## config.mk

```make
export PLATFORM = sky130hd
export DESIGN_NAME = cr_osf_ob_egress
export DESIGN_NICKNAME = d
export VERILOG_FILES = /design/src/rtl/cr_osf_ob_egress.sv
export SDC_FILE = /design/constraint.sdc
export NUM_CORES = 1
export LEC_CHECK = 0
export BUFFER_PORTS_ARGS = -buffer_cell sky130_fd_sc_hd__buf_4
export CORE_AREA = 4 4 102 177
export DETAILED_ROUTE_END_ITERATION = 12
export DIE_AREA = 0 0 106 181
export GPL_TIMING_DRIVEN = 0
export PLACE_DENSITY = 0.94
export SYNTH_ARGS = -nofsm -noshare
export SYNTH_HDL_FRONTEND = slang
export SYNTH_SLANG_ARGS = --single-unit
```

## constraint.sdc

```tcl
create_clock -name clk -period 11.3 [get_ports clk]
set_clock_uncertainty 0.1 [all_clocks]
set_input_delay 1.13 -clock clk [delete_from_list [all_inputs] [get_ports clk]]
set_output_delay 1.13 -clock clk [all_outputs]
set_load 0.01 [all_outputs]
```

## src/rtl/cr_osf_ob_egress.sv

```systemverilog
// OSF outbound egress: drains the merged FWFT FIFO into an AXI4-Stream master
// through a 2-entry buffer, with frame-boundary stall, framing checks and statistics.
//
// state       | meaning
// ST_IDLE     | between frames; the next word read should carry SOT
// ST_IN_FRAME | a frame has started and its EOT word has not been read yet
module cr_osf_ob_egress #(
    parameter int DATA_W = 64,
    parameter int USER_W = 8,
    parameter int CNT_W  = 32
) (
    input  logic                     clk,
    input  logic                     rst,
    // packed axi4s_dp_bus_t layout: {tuser, tdata}
    input  logic [USER_W+DATA_W-1:0] ob_fifo_rdata,
    input  logic                     ob_fifo_empty,
    output logic                     ob_fifo_rd,
    output logic                     osf_ob_tvalid,
    input  logic                     osf_ob_tready,
    output logic [DATA_W-1:0]        osf_ob_tdata,
    output logic [USER_W-1:0]        osf_ob_tuser,
    output logic                     osf_ob_tlast,
    input  logic                     stall_req,
    input  logic                     stat_clr,
    output logic                     egress_idle,
    output logic [CNT_W-1:0]         beat_cnt,
    output logic [CNT_W-1:0]         frame_cnt,
    output logic                     err_no_sot,
    output logic                     err_dup_sot
);

    localparam logic [0:0] ST_IDLE     = 1'b0;
    localparam logic [0:0] ST_IN_FRAME = 1'b1;

    logic [0:0]        state;
    logic [1:0]        occ;
    logic [1:0]        occ_nxt;
    logic [DATA_W-1:0] data0, data1;
    logic [USER_W-1:0] user0, user1;
    logic [DATA_W-1:0] in_data;
    logic [USER_W-1:0] in_user;
    logic              in_sot, in_eot;
    logic              hold, push, pop;

    assign in_data = ob_fifo_rdata[DATA_W-1:0];
    assign in_user = ob_fifo_rdata[DATA_W +: USER_W];
    assign in_sot  = in_user[0];
    assign in_eot  = in_user[1];

    // Stall only takes effect between frames so a started frame always completes.
    assign hold       = stall_req && (state == ST_IDLE);
    assign ob_fifo_rd = !rst && !ob_fifo_empty && (occ != 2'd2) && !hold;
    assign push       = ob_fifo_rd;

    assign osf_ob_tvalid = (occ != 2'd0);
    assign osf_ob_tdata  = data0;
    assign osf_ob_tuser  = user0;
    assign osf_ob_tlast  = user0[1];
    assign pop           = osf_ob_tvalid && osf_ob_tready;

    assign egress_idle = (occ == 2'd0) && (state == ST_IDLE);

    always_comb begin
        occ_nxt = occ;
        if (push && !pop) begin
            occ_nxt = occ + 2'd1;
        end else if (!push && pop) begin
            occ_nxt = occ - 2'd1;
        end
    end

    always_ff @(posedge clk or posedge rst) begin
        if (rst) begin
            occ   <= 2'd0;
            data0 <= '0;
            user0 <= '0;
            data1 <= '0;
            user1 <= '0;
        end else begin
            occ <= occ_nxt;
            // Head slot takes the incoming word when it would otherwise be empty.
            if (push && ((occ == 2'd0) || (occ == 2'd1 && pop))) begin
                data0 <= in_data;
                user0 <= in_user;
            end else if (pop && occ == 2'd2) begin
                data0 <= data1;
                user0 <= user1;
            end
            if (push && ((occ == 2'd1 && !pop) || (occ == 2'd2 && pop))) begin
                data1 <= in_data;
                user1 <= in_user;
            end
        end
    end

    always_ff @(posedge clk or posedge rst) begin
        if (rst) begin
            state <= ST_IDLE;
        end else if (push) begin
            // A word without EOT leaves a frame open, whether or not it was well formed.
            state <= in_eot ? ST_IDLE : ST_IN_FRAME;
        end
    end

    always_ff @(posedge clk or posedge rst) begin
        if (rst) begin
            err_no_sot  <= 1'b0;
            err_dup_sot <= 1'b0;
            beat_cnt    <= '0;
            frame_cnt   <= '0;
        end else if (stat_clr) begin
            err_no_sot  <= 1'b0;
            err_dup_sot <= 1'b0;
            beat_cnt    <= '0;
            frame_cnt   <= '0;
        end else begin
            if (push && state == ST_IDLE && !in_sot) begin
                err_no_sot <= 1'b1;
            end
            if (push && state == ST_IN_FRAME && in_sot) begin
                err_dup_sot <= 1'b1;
            end
            if (pop) begin
                beat_cnt <= beat_cnt + 1'b1;
                if (osf_ob_tlast) begin
                    frame_cnt <= frame_cnt + 1'b1;
                end
            end
        end
    end

endmodule

```

== After elaboration in Yosys (flattened, before gate mapping) ==
Cells that the tools add are included.

* Add/sub/neg operators: 4
* Bitwise logic cells: 1
* Equality and inequality tests: 3
* Reductions and logical operators: 34
* Multiplexer cells: 16

{| class="wikitable"
|+ Operators by type and width
! kind !! count
|-
| $mux 32 || 5
|-
| $mux 64 || 2
|-
| $add 32x1->32 const B || 2
|-
| $logic_and 1x1->1 || 17
|-
| $mux 8 || 2
|-
| $reduce_bool 2->1 || 7
|-
| $logic_not 1->1 || 6
|-
| $mux 1 || 5
|-
| $mux 2 || 2
|-
| $add 2x1->2 const B || 1
|-
| $eq 2x1->1 const B || 1
|-
| $eq 2x2->1 const B || 1
|-
| $logic_not 2->1 || 1
|-
| $logic_or 1x1->1 || 2
|-
| $ne 2x2->1 const B || 1
|-
| $reduce_and 2->1 || 1
|-
| $sub 2x1->2 const B || 1
|-
| $not 1->1 || 1
|}

* Logic and storage cells: 68
* Output and inout bits: 142
* Input bits: 78
* Register bits after elaboration: 213

== Logic depth before layout (Yosys ltp) ==
Gate-level depths: netlist of run 1.

* Depth after elaboration: 8
* Depth in mapped cells: 9
* Depth with buffers taken out: 8

== Worst setup path after synthesis of run 1 ==
No wires, ideal clock.

* Path kind: input -> output
* Start: input port rst
* End: output port ob_fifo_rd
* Buffers on the path: 0
* Slack: 8.140 ns
* Required time: 10.070 ns
* Data arrival time: 1.930 ns
* Cell stages on the path: 3
* Cells stage by stage: or3_1 -> or2_1 -> inv_1

* Cells in the longest elaborated chain, start to end: 4

{| class="wikitable"
|+ Ends and longest elaborated chain
! what !! RTL line !! text
|-
| from (decl) || 13 || <nowiki>input logic rst,</nowiki>
|-
| $logic_not 1->1 (no source line) || - ||
|-
| $logic_and 1x1->1 (3 in series) || 52 || <nowiki>assign ob_fifo_rd = !rst && !ob_fifo_empty && (occ != 2'd2) && !hold;</nowiki>
|-
| to (decl) || 17 || <nowiki>output logic ob_fifo_rd,</nowiki>
|}

No other way between the ends.

== Final worst setup path of run 1 ==
Same ends and word-level chain as after synthesis.

==> impl_results.md, run 1 <==
* Compound-Gate Fraction of Synth Area at 18.6%
* Synthesized area per cell at 12.1 um2
* Yosys top cell by area: dfrtp_1
* Final net count at 1107
* Final setup TNS at 0 ns
* Synth cell types at 43
* Most frequent cell after synthesis: dfrtp_1
* Initial Util at 56.7%
* Post-synth EDFFs at 0
* Core ar. at 16700 um2
* Setup crit end kind: output port
* Final HPWL DP at 17700 um
* Required @ worst endpoint at 10.07 ns
* Area share of and/or/nand/nor cells after synthesis at 10.4%
* Io pins at 220
* Congestion Overflow GR at 0
* Die ar. at 19200 um2
* Worst min-delay path category: flop to flop
* Largest net degree at the start of global routing at 129
* WS Path Type: input pin to output port
* Via/cell ratio at 5.99
* Relative slew slack at 57.6%
* Register area share after synthesis at 56.2%
* Xor/xnor share of the synthesized area at 1.57%
* List of most frequent post-synthesis cells: 213 x dfrtp_1, 70 x a21o_1, 70 x a22o_1
* Asr flop ratio synth at 100%
* Worst reg2reg path endpoint: frame_cnt[11]
* Mean routed wirelength per cell at 19.7 um
* First-pass GRT wire length at 40100 um
* Flops & latches, synth at 213
* Root Buffer: clkbuf_16
* Slew @ Worst Pin at 0.637 ns
* Area share of the largest cell type after synthesis at 56.2%
* Setup ws final at 7.81 ns
* Post-DP Area at 11400 um2
* Hold path start: osf_ob_tdata[52]
* Max IR drop VDD at 0.206 mV
* Post-synthesis adder-cell area fraction at 0.792%
* Total track usage at 25.7%
* Worst-path clk slew at 0.06 ns
* Top FF cell, synth: dfrtp_1
* Initial antenna violation count at 0
* Post-Syn Area at 9480 um2
* Vias at 7573
* Reg2reg setup slack at 8.69 ns
* Fillers at 1159
* N_diodes at 0
* ANT nets after route at 0
* Placer congestion estimate at 0.887
* Worst-path fanout max at 4
* Combinational power share at 28.9%
* Design area at 12100 um2
* Setup violators final at 0
* Critical Path Start Type: input pin
* TritonCTS Buffers at 20
* Combinational family with the most area after synthesis: compound AO/OA/AOI/OAI gates
* Mapped Nets at 866
* Int Pwr at 1.84 mW
* RSZ-0062 raised after global routing: no
* Hold EP: osf_ob_tdata[52]
* Status: finished, final reports clean
* Critical path arrival at 2.26 ns
* Fmax at 0.286 GHz
* Post-Syn Instances at 782
* Share of post-route cells with drive strength above 1 at 33.5%
* Post-CTS Resized at 0
* Crit Reg-Reg Startpoint: occ[0]
* Flop pwr share at 44.2%
* CTS tree: yes
* Max_cap viols at 0
* Total wire length at 25000 um
* Die W at 106 um
* Mux contribution to synthesized area at 9.11%
* Port-buffer cells at 218
* Hold-critical path depth at 1
* P_sw at 0.767 mW
* Die span in y at 181 um
* Htree depth at 1
* Final Util at 72.6%
* Layout area overhead at 27.9%
* Min Clock Period, post-route at 3.49 ns
* DR DRC count at 0
* Sw Ratio at 29.4%
* Post-CTS Setup Inserts at 0
* Cell Rows at 63
* Vias in the first global route at 7885
* YS warnings at 0
* # hold bufs at CTS at 0
* Reg2Reg Depth at 8
* Initial drt markers at 443
* Final worst path period share at 30.9%
* Setup slack at placement at 7.79 ns
* Clock buffer depth at 3
* Clock share of power at 26.9%
* Drt pass-1 iters at 5
* CTS Sinks at 213
* Final Hold Viols at 0
* Leak Pwr at 6.01 nW
* Power Dens Cells at 215 nW/um2
* Final Max Slew Viols at 0
* Top cells by area, synth: dfrtp_1 56%, mux2_2 7.1%, a22o_1 6.5%, a21o_1 5.5%, a21oi_1 2.5%
* Clk_lat worst skew at 0.48 ns
## routing by layer
metal,vias up,wire [um],track usage [%]
met5,-,0,0
met4,0,950,9.49
met3,67,1880,5.58
met2,330,13200,46.8
met1,3764,8910,29.2
li1,3412,-,-
## final cells by class
class,count,area (um2),share of cell area (%)
buffer,53,275,2.27
clock buffer,31,643,5.30
clock inverter,5,50.0,0.413
inverter,11,48.8,0.402
multi-input combinational,505,3830,31.6
sequential,213,5330,43.9
tap,227,284,2.34
timing repair buffer,219,1660,13.7
## stage by stage
step                power, mW  cells  hold slack, ns
floorplan                1.57    782           0.359
finish                   2.60   1264           0.376
global route             2.74   1264           0.390
CTS                      2.63   1264           0.381
global placement         1.87   1227           0.360
detailed placement       1.92   1228           0.366
## state kept, by name, indices dropped and copies added (netlist names)
signal        flops
user1             8
occ               2
state             1
frame_cnt        32
osf_ob_tdata     64
beat_cnt         32
err_dup_sot       1
data1            64
osf_ob_tuser      8
err_no_sot        1
## worst max-delay path, cell delays in order
cell	delay, ns
buf_4	0.14
or3_1	0.40
or2_1	0.30
inv_1	0.15
buf_4	0.15
## how the worst max path moves through the flow
stage                     cells after the start           to  start  slack [ns]
after global routing                          5   ob_fifo_rd    rst        7.74
after global placement                        2    data1[15]    rst        1.94
after floorplan                               1  beat_cnt[0]    rst        4.25
final                                         5   ob_fifo_rd    rst        7.81
after detailed placement                      5   ob_fifo_rd    rst        7.79
after CTS                                     5   ob_fifo_rd    rst        7.79
## layout by cell type (no fill, tap or decap), types with 4 or more instances in the layout
cell type	Yosys	layout
xnor2_1	5	5
clkbuf_8	0	8
a21o_1	70	70
a22o_1	70	70
and4_1	9	9
dfrtp_1	213	213
xor2_1	12	12
clkinv_2	0	4
ha_1	6	6
clkbuf_1	26	28
nor2_1	21	21
nand3_1	16	16
o21ai_0	17	17
clkbuf_16	0	21
mux2_1	14	14
buf_2	7	7
mux2_2	60	60
o31ai_1	32	32
inv_1	11	10
and3_1	6	6
buf_4	16	234
a21oi_1	48	48
nand4_1	15	15
or3_1	13	13
or4_1	32	32
nand2_1	29	29
## logic make-up after synthesis
group                      count (synthesis)
DFF                                      213
AOI/OAI and AO/OA                        242
adders and majority gates                  6
buffers and inverters                     64
and+or+nand+nor                          163
muxes                                     77
xor gates and xnor gates                  17
## power groups by stage
stage | Sequential (mW) | Clock [mW] | Combinational (mW)
6_report | 1.15 | 0.701 | 0.752
5_1_grt | 1.18 | 0.747 | 0.818
4_1_cts | 1.15 | 0.715 | 0.767
3_5_place_dp | 1.16 | 0 | 0.761
3_3_place_gp | 1.15 | 0 | 0.726
2_1_floorplan | 1.18 | 0 | 0.392
No activity file was read; power rests on OpenSTA's default activity.
==> run 2, diff against run 1 <==
CORE_AREA = 4 4 111 191   (was 4 4 102 177)
DIE_AREA = 0 0 115 195   (was 0 0 106 181)
PLACE_DENSITY = 0.85   (was 0.94)
clock period = 3 ns   (was 11.3 ns; I/O delays follow)
==> run 2 against run 1 <==
  * Sequential power rose to 3.8 times the previous value
  * Global-route usage fell by 1.7 points
  * Non-clock buffer count rose by 77
  * Register-to-register slack got worse by 8.3 ns
  * Clock-buffer cell count fell by 4
  * Core utilization fell by 7.3 points
  * Combinational power rose to 3.9 times the previous value
  * Die area rose by 17%
  * Final cell count rose by 7.5%
  * Critical path depth rose by 2
==> impl_results.md, run 2 (synthesis results as in run 1) <==
* Via/cell ratio at 5.90 (was 5.99)
* Share of post-route cells with drive strength above 1 at 31.4% (was 33.5%)
* Initial drt markers at 691 (was 443)
* Initial Util at 48.0% (was 56.7%)
* Worst-path clk slew at 0.06 ns (about the same)
* Clock share of power at 25.0% (was 26.9%)
* Met2 Use GR at 43.9% (was 46.8%)
* Required @ worst endpoint at 3.32 ns (was 10.07 ns)
* WS Path Type: flop to flop (was input pin to output port)
* Setup ws final at 0.406 ns (was 7.81 ns)
* Reg2reg setup slack at 0.41 ns (was 8.69 ns)
* Combinational power share at 30.3% (was 28.9%)
* Setup violators final at 0 (unchanged)
* Vias at 8019 (was 7573)
* Final worst path period share at 86.5%
* Flop pwr share at 44.7% (was 44.2%)
* Worst-path fanout max at 10 (was 4)
* Vias in the first global route at 8516 (was 7885)
* GR peak layer: met2 (unchanged)
* Placer congestion estimate at 0.895 (was 0.887)
* DR DRC count at 0 (unchanged)
* Final Hold Viols at 0 (unchanged)
* Crit Reg-Reg Startpoint: occ[0] (unchanged)
* P_sw at 2.93 mW (was 0.767 mW)
* Root Buffer: clkbuf_16 (unchanged)
* Htree depth at 1 (unchanged)
* Power Dens Cells at 755 nW/um2 (was 215 nW/um2)
* Die W at 115 um (was 106 um)
* Final HPWL DP at 18700 um (was 17700 um)
* Core ar. at 19700 um2 (was 16700 um2)
* Clk_lat worst skew at 0.49 ns (was 0.48 ns)
* Int Pwr at 6.80 mW (was 1.84 mW)
* GR Util met1 at 26.5% (was 29.2%)
* Layout area overhead at 36.0% (was 27.9%)
* Initial antenna violation count at 1 (was 0)
* Mean routed wirelength per cell at 20.1 um (was 19.7 um)
* Slew @ Worst Pin at 0.919 ns (was 0.637 ns)
* Die ar. at 22400 um2 (was 19200 um2)
* Io pins at 220 (unchanged)
* Reg2Reg Depth at 7 (was 8)
* Commonest non-fill, non-tap cells in the layout: 234 x buf_4, 213 x dfrtp_1, 73 x dlygate4sd3_1 (was 234 x buf_4, 213 x dfrtp_1, 70 x a22o_1, 70 x a21o_1, 60 x mux2_2)
* First-pass GRT wire length at 43700 um (was 40100 um)
* Post-CTS Resized at 0 (unchanged)
* Max IR drop VDD at 0.557 mV (was 0.206 mV)
* Max_cap viols at 0 (unchanged)
* # hold bufs at CTS at 73 (was 0)
* Relative slew slack at 38.6% (was 57.6%)
* Total wire length at 27300 um (was 25000 um)
* Setup crit end kind: flop (was output port)
* ANT nets after route at 0 (unchanged)
* Status: finished, final reports clean (unchanged)
* Congestion Overflow GR at 0 (unchanged)
* Fmax at 0.386 GHz
* Largest net degree at the start of global routing at 42 (was 129)
* CTS tree: yes (unchanged)
* Leak Pwr at 6.31 nW (was 6.01 nW)
* Critical path arrival at 2.91 ns (was 2.26 ns)
* Hold path start: ob_fifo_empty (was osf_ob_tdata[52])
* Critical Path Start Type: flop (was input pin)
* Hold-critical path depth at 4 (was 1)
* Hold EP: state (was osf_ob_tdata[52])
* Sw Ratio at 30.1% (was 29.4%)
* Setup slack at placement at 0.302 ns (was 7.79 ns)
* CTS Sinks at 213 (unchanged)
* Port-buffer cells at 218 (unchanged)
* M3 GR Usage at 3.97% (was 5.58%)
* Worst reg2reg path endpoint: osf_ob_tdata[24] (was frame_cnt[11])
* Total track usage at 23.9% (was 25.7%)
* Final net count at 1184 (was 1107)
* Drt pass-1 iters at 7 (was 5)
* Die span in y at 195 um (was 181 um)
* Most common cell after layout, fill and taps aside: buf_4 (unchanged)
* Clock buffer depth at 3 (unchanged)
* Worst min-delay path category: input pin to flop (was flop to flop)
* Min Clock Period, post-route at 2.59 ns
* Post-CTS Setup Inserts at 0 (unchanged)
* TritonCTS Buffers at 20 (unchanged)
* RSZ-0062 raised after global routing: no (unchanged)
* Final Max Slew Viols at 0 (unchanged)
* Cell Rows at 68 (was 63)
* Final Util at 65.3% (was 72.6%)
## run 2: changes by cell type in the layout (fill, tap and decap cells not counted), sizes merged, moves of 2 or more
cell	before	now
clkbuf	57	53
dlygate4sd3	0	73
clkinv	4	6
diode	0	2
clkinvlp	0	2
buf	246	250
## run 2: worst max path at each step
stage,startpoint,end,slack [ns],cells after the start
after floorplan,rst,beat_cnt[0],-0.17,1
after global placement,rst,osf_ob_tdata[14],-1.50,2
after detailed placement,occ[0],osf_ob_tdata[54],0.30,7
after CTS,occ[0],osf_ob_tdata[61],0.28,7
after global routing,occ[0],osf_ob_tdata[57],0.17,7
final,occ[0],osf_ob_tdata[24],0.41,7
## run 2: critical path, stage by stage (launching register included)
cell and delay [ns]:
dfrtp_1 0.41, inv_1 0.10, ha_1 0.28, and3b_1 0.22, buf_2 0.21, nor2_1 0.54, clkbuf_1 0.47, a21o_1 0.20
## run 2: layer usage
layer	share of wire (%)	routed length (um)	vias to the layer above
met1	35	9500	4040
met4	4.2	1140	0
met5	0	0	-
li1	-	-	3573
met3	6.6	1810	74
met2	54	14800	332
## run 2: area by class of cell
| class | instances | area, um2 |
|---|---|---|
| fillers | 1481 | 6850 |
| flip-flops and latches | 213 | 5330 |
| multi-input cells | 505 | 3830 |
| repair buffers | 296 | 2470 |
| clock buffers | 27 | 588 |
| well taps | 245 | 307 |
| plain buffers | 53 | 275 |
| inverters | 11 | 45.0 |
| clock inverters | 7 | 37.5 |
| diodes | 2 | 5.00 |
## run 2: power by group through the flow
stage / sequential [mW] / combinational (mW) / clock [mW]
global placement: 4.32 / 2.76 / 0
floorplan: 4.44 / 1.48 / 0
CTS: 4.32 / 2.96 / 2.50
finish: 4.35 / 2.95 / 2.43
global route: 4.45 / 3.19 / 2.60
detailed placement: 4.37 / 2.87 / 0
## run 2: per-stage QoR
stage / setup TNS, ns / cells / instance area (um2) / total power, mW / hold WS (ns)
CTS: 0 / 1357 / 12900 / 9.77 / 0.0651
global placement: -318.47 / 1245 / 11400 / 7.08 / 0.360
finish: 0 / 1359 / 12900 / 9.73 / 0.0949
floorplan: -36.25 / 782 / 9480 / 5.92 / 0.312
detailed placement: 0 / 1250 / 11500 / 7.24 / 0.366
global route: 0 / 1358 / 12900 / 10.2 / 0.120
==> run 3, diff against run 2 <==
CORE_AREA = 4 4 110 190   (was 4 4 111 191)
CTS_BUF_LIST = sky130_fd_sc_hd__clkbuf_2   (was unset)
DIE_AREA = 0 0 114 194   (was 0 0 115 195)
PLACE_DENSITY = 0.86   (was 0.85)
==> run 3 against run 2 <==
  * Final area is 1.3% lower
  * Fmax is 4.8% lower
  * Non-clock buffer count is 4 higher
  * Global-route usage is 0.11 points lower
  * Combinational power hardly changed
  * Wire length is 3.1% lower
  * Setup slack worse by 0.13 ns
  * Critical path depth is 1 lower
  * Critical endpoint is now ob_fifo_rd
  * Largest power group unchanged
==> impl_results.md, run 3 (synthesis results as in run 1) <==
* Flop pwr share at 47.5% (was 44.7%)
* Htree depth at 2 (was 1)
* Commonest non-fill, non-tap cells in the layout: 234 x buf_4, 213 x dfrtp_1, 76 x dlygate4sd3_1 (was 234 x buf_4, 213 x dfrtp_1, 73 x dlygate4sd3_1)
* Setup violators final at 0 (unchanged)
* Clock share of power at 19.9% (was 25.0%)
* Power Dens Cells at 717 nW/um2 (was 755 nW/um2)
* Vias at 7983 (was 8019)
* Vias in the first global route at 8422 (was 8516)
* Drt pass-1 iters at 5 (was 7)
* CTS tree: yes (unchanged)
* Fmax at 0.367 GHz (was 0.386 GHz)
* Max_cap viols at 0 (unchanged)
* Placer congestion estimate at 0.894 (was 0.895)
* First-pass GRT wire length at 42900 um (was 43700 um)
* Combinational power share at 32.6% (was 30.3%)
* # hold bufs at CTS at 76 (was 73)
* DR DRC count at 0 (unchanged)
* Congestion Overflow GR at 0 (unchanged)
* Port-buffer cells at 218 (unchanged)
* Status: finished, final reports clean (unchanged)
* Post-CTS Setup Inserts at 0 (unchanged)
* CTS Sinks at 213 (unchanged)
* Worst-path fanout max at 4 (was 10)
* Final worst path period share at 90.8% (was 86.5%)
* Fillers at 1449 (was 1481)
* Final Util at 66.0% (was 65.3%)
* Crit Reg-Reg Startpoint: occ[0] (unchanged)
* Post-CTS Resized at 0 (unchanged)
* Clk_lat worst skew at 0.74 ns (was 0.49 ns)
* RSZ-0062 raised after global routing: no (unchanged)
* Design area at 12700 um2 (was 12900 um2)
* Final Max Slew Viols at 0 (unchanged)
* Mean routed wirelength per cell at 18.9 um (was 20.1 um)
* Share of post-route cells with drive strength above 1 at 33.3% (was 31.4%)
* Final Hold Viols at 0 (unchanged)
* Worst min-delay path category: input pin to async pin (was input pin to flop)
* Sw Ratio at 32.4% (was 30.1%)
* Relative slew slack at 54.9% (was 38.6%)
* TritonCTS Buffers at 47 (was 20)
* Io pins at 220 (unchanged)
* Leak Pwr at 6.33 nW (was 6.31 nW)
* P_sw at 2.96 mW (was 2.93 mW)
* Required @ worst endpoint at 2.60 ns (was 3.32 ns)
* Layout area overhead at 34.2% (was 36.0%)
* Most common cell after layout, fill and taps aside: buf_4 (unchanged)
* Via/cell ratio at 5.71 (was 5.90)
* Initial Util at 49.2% (was 48.0%)
* Root Buffer: clkbuf_2 (was clkbuf_16)
* Worst-path clk slew at 0.11 ns (was 0.06 ns)
* Largest net degree at the start of global routing at 43 (was 42)
* Core ar. at 19300 um2 (was 19700 um2)
* Total wire length at 26500 um (was 27300 um)
* Final net count at 1215 (was 1184)
* Cell Rows at 67 (was 68)
* Post-DP Area at 11500 um2 (about the same)
* Initial antenna violation count at 3 (was 1)
* Int Pwr at 6.16 mW (was 6.80 mW)
* Die W at 114 um (was 115 um)
* Total track usage at 23.8% (was 23.9%)
* ANT nets after route at 0 (unchanged)
* WS Path Type: flop to output port (was flop to flop)
* Setup crit end kind: output port (was flop)
* Critical Path Start Type: flop (unchanged)
* Clock buffer depth at 3 (unchanged)
* Final HPWL DP at 18300 um (was 18700 um)
* Min Clock Period, post-route at 2.72 ns (was 2.59 ns)
* Initial drt markers at 839 (was 691)
* Crit. Startpoint: occ[0] (unchanged)
* Critical path arrival at 2.32 ns (was 2.91 ns)
* Max IR drop VDD at 0.487 mV (was 0.557 mV)
* Slew @ Worst Pin at 0.674 ns (was 0.919 ns)
* Die ar. at 22100 um2 (was 22400 um2)
* Die span in y at 194 um (was 195 um)
-- run 3: cell types whose count changed in the layout (fill, tap and decap cells not counted), moves of 3 or more --
cell	previous run	this run
dlygate4sd3_1	73	76
clkbuf_8	4	0
clkbuf_2	0	64
clkbuf_16	21	0
clkinv_2	6	0
clkinv_1	0	6
-- run 3: metrics by stage --
step	total power, mW	setup slack, ns	hold slack (ns)	setup TNS (ns)	instances
2_1_floorplan	5.92	-0.170	0.312	-36.25	782
3_3_place_gp	7.08	-1.50	0.360	-317.90	1241
3_5_place_dp	7.25	0.361	0.343	0	1247
4_1_cts	9.16	0.189	0.0700	0	1396
5_1_grt	9.67	0.102	0.119	0	1399
6_report	9.12	0.276	0.131	0	1399
-- run 3: power by group through the flow --
stage	registers (mW)	logic (mW)	clock network [mW]
after detailed placement	4.37	2.88	0
after CTS	4.31	2.97	1.88
after global placement	4.32	2.76	0
after global routing	4.43	3.22	2.02
final	4.33	2.97	1.82
after floorplan	4.44	1.48	0
-- run 3: per-layer routing --
metal	share of wire (%)	track usage, %	vias to the layer above
li1	-	-	3650
met1	36	26.8	3910
met2	52	41.4	323
met3	7.0	4.90	100
met4	5.2	13.0	0
met5	0	0	-
-- run 3: worst paths after layout --
path	slack, ns	depth (start not counted)	to
worst max register to register	0.38	7	osf_ob_tdata[10]
worst min-delay path	0.13	3	frame_cnt[23]
worst min register to register	0.38	1	osf_ob_tdata[52]
min in group clk	0.22	5	err_no_sot
max in group asynchronous	1.57	6	data1[36]
worst max-delay path	0.28	6	ob_fifo_rd
-- run 3: layout make-up --
cell class	instances	area [um2]	share of cell area (%)
clock buffers	64	320	2.52
flip-flops and latches	213	5330	41.9
diodes	3	7.51	0.0590
clock inverters	9	90.1	0.708
repair buffers	300	2520	19.8
multi-input cells	505	3830	30.1
inverters	11	45.0	0.354
plain buffers	53	275	2.16
well taps	241	302	2.37
-- run 3: worst max-delay path, cell delays in order, from the launching register on --
cell	delay, ns
dfrtp_1	0.40
inv_1	0.08
ha_1	0.20
or3_1	0.35
or2_1	0.30
inv_1	0.15
buf_4	0.14
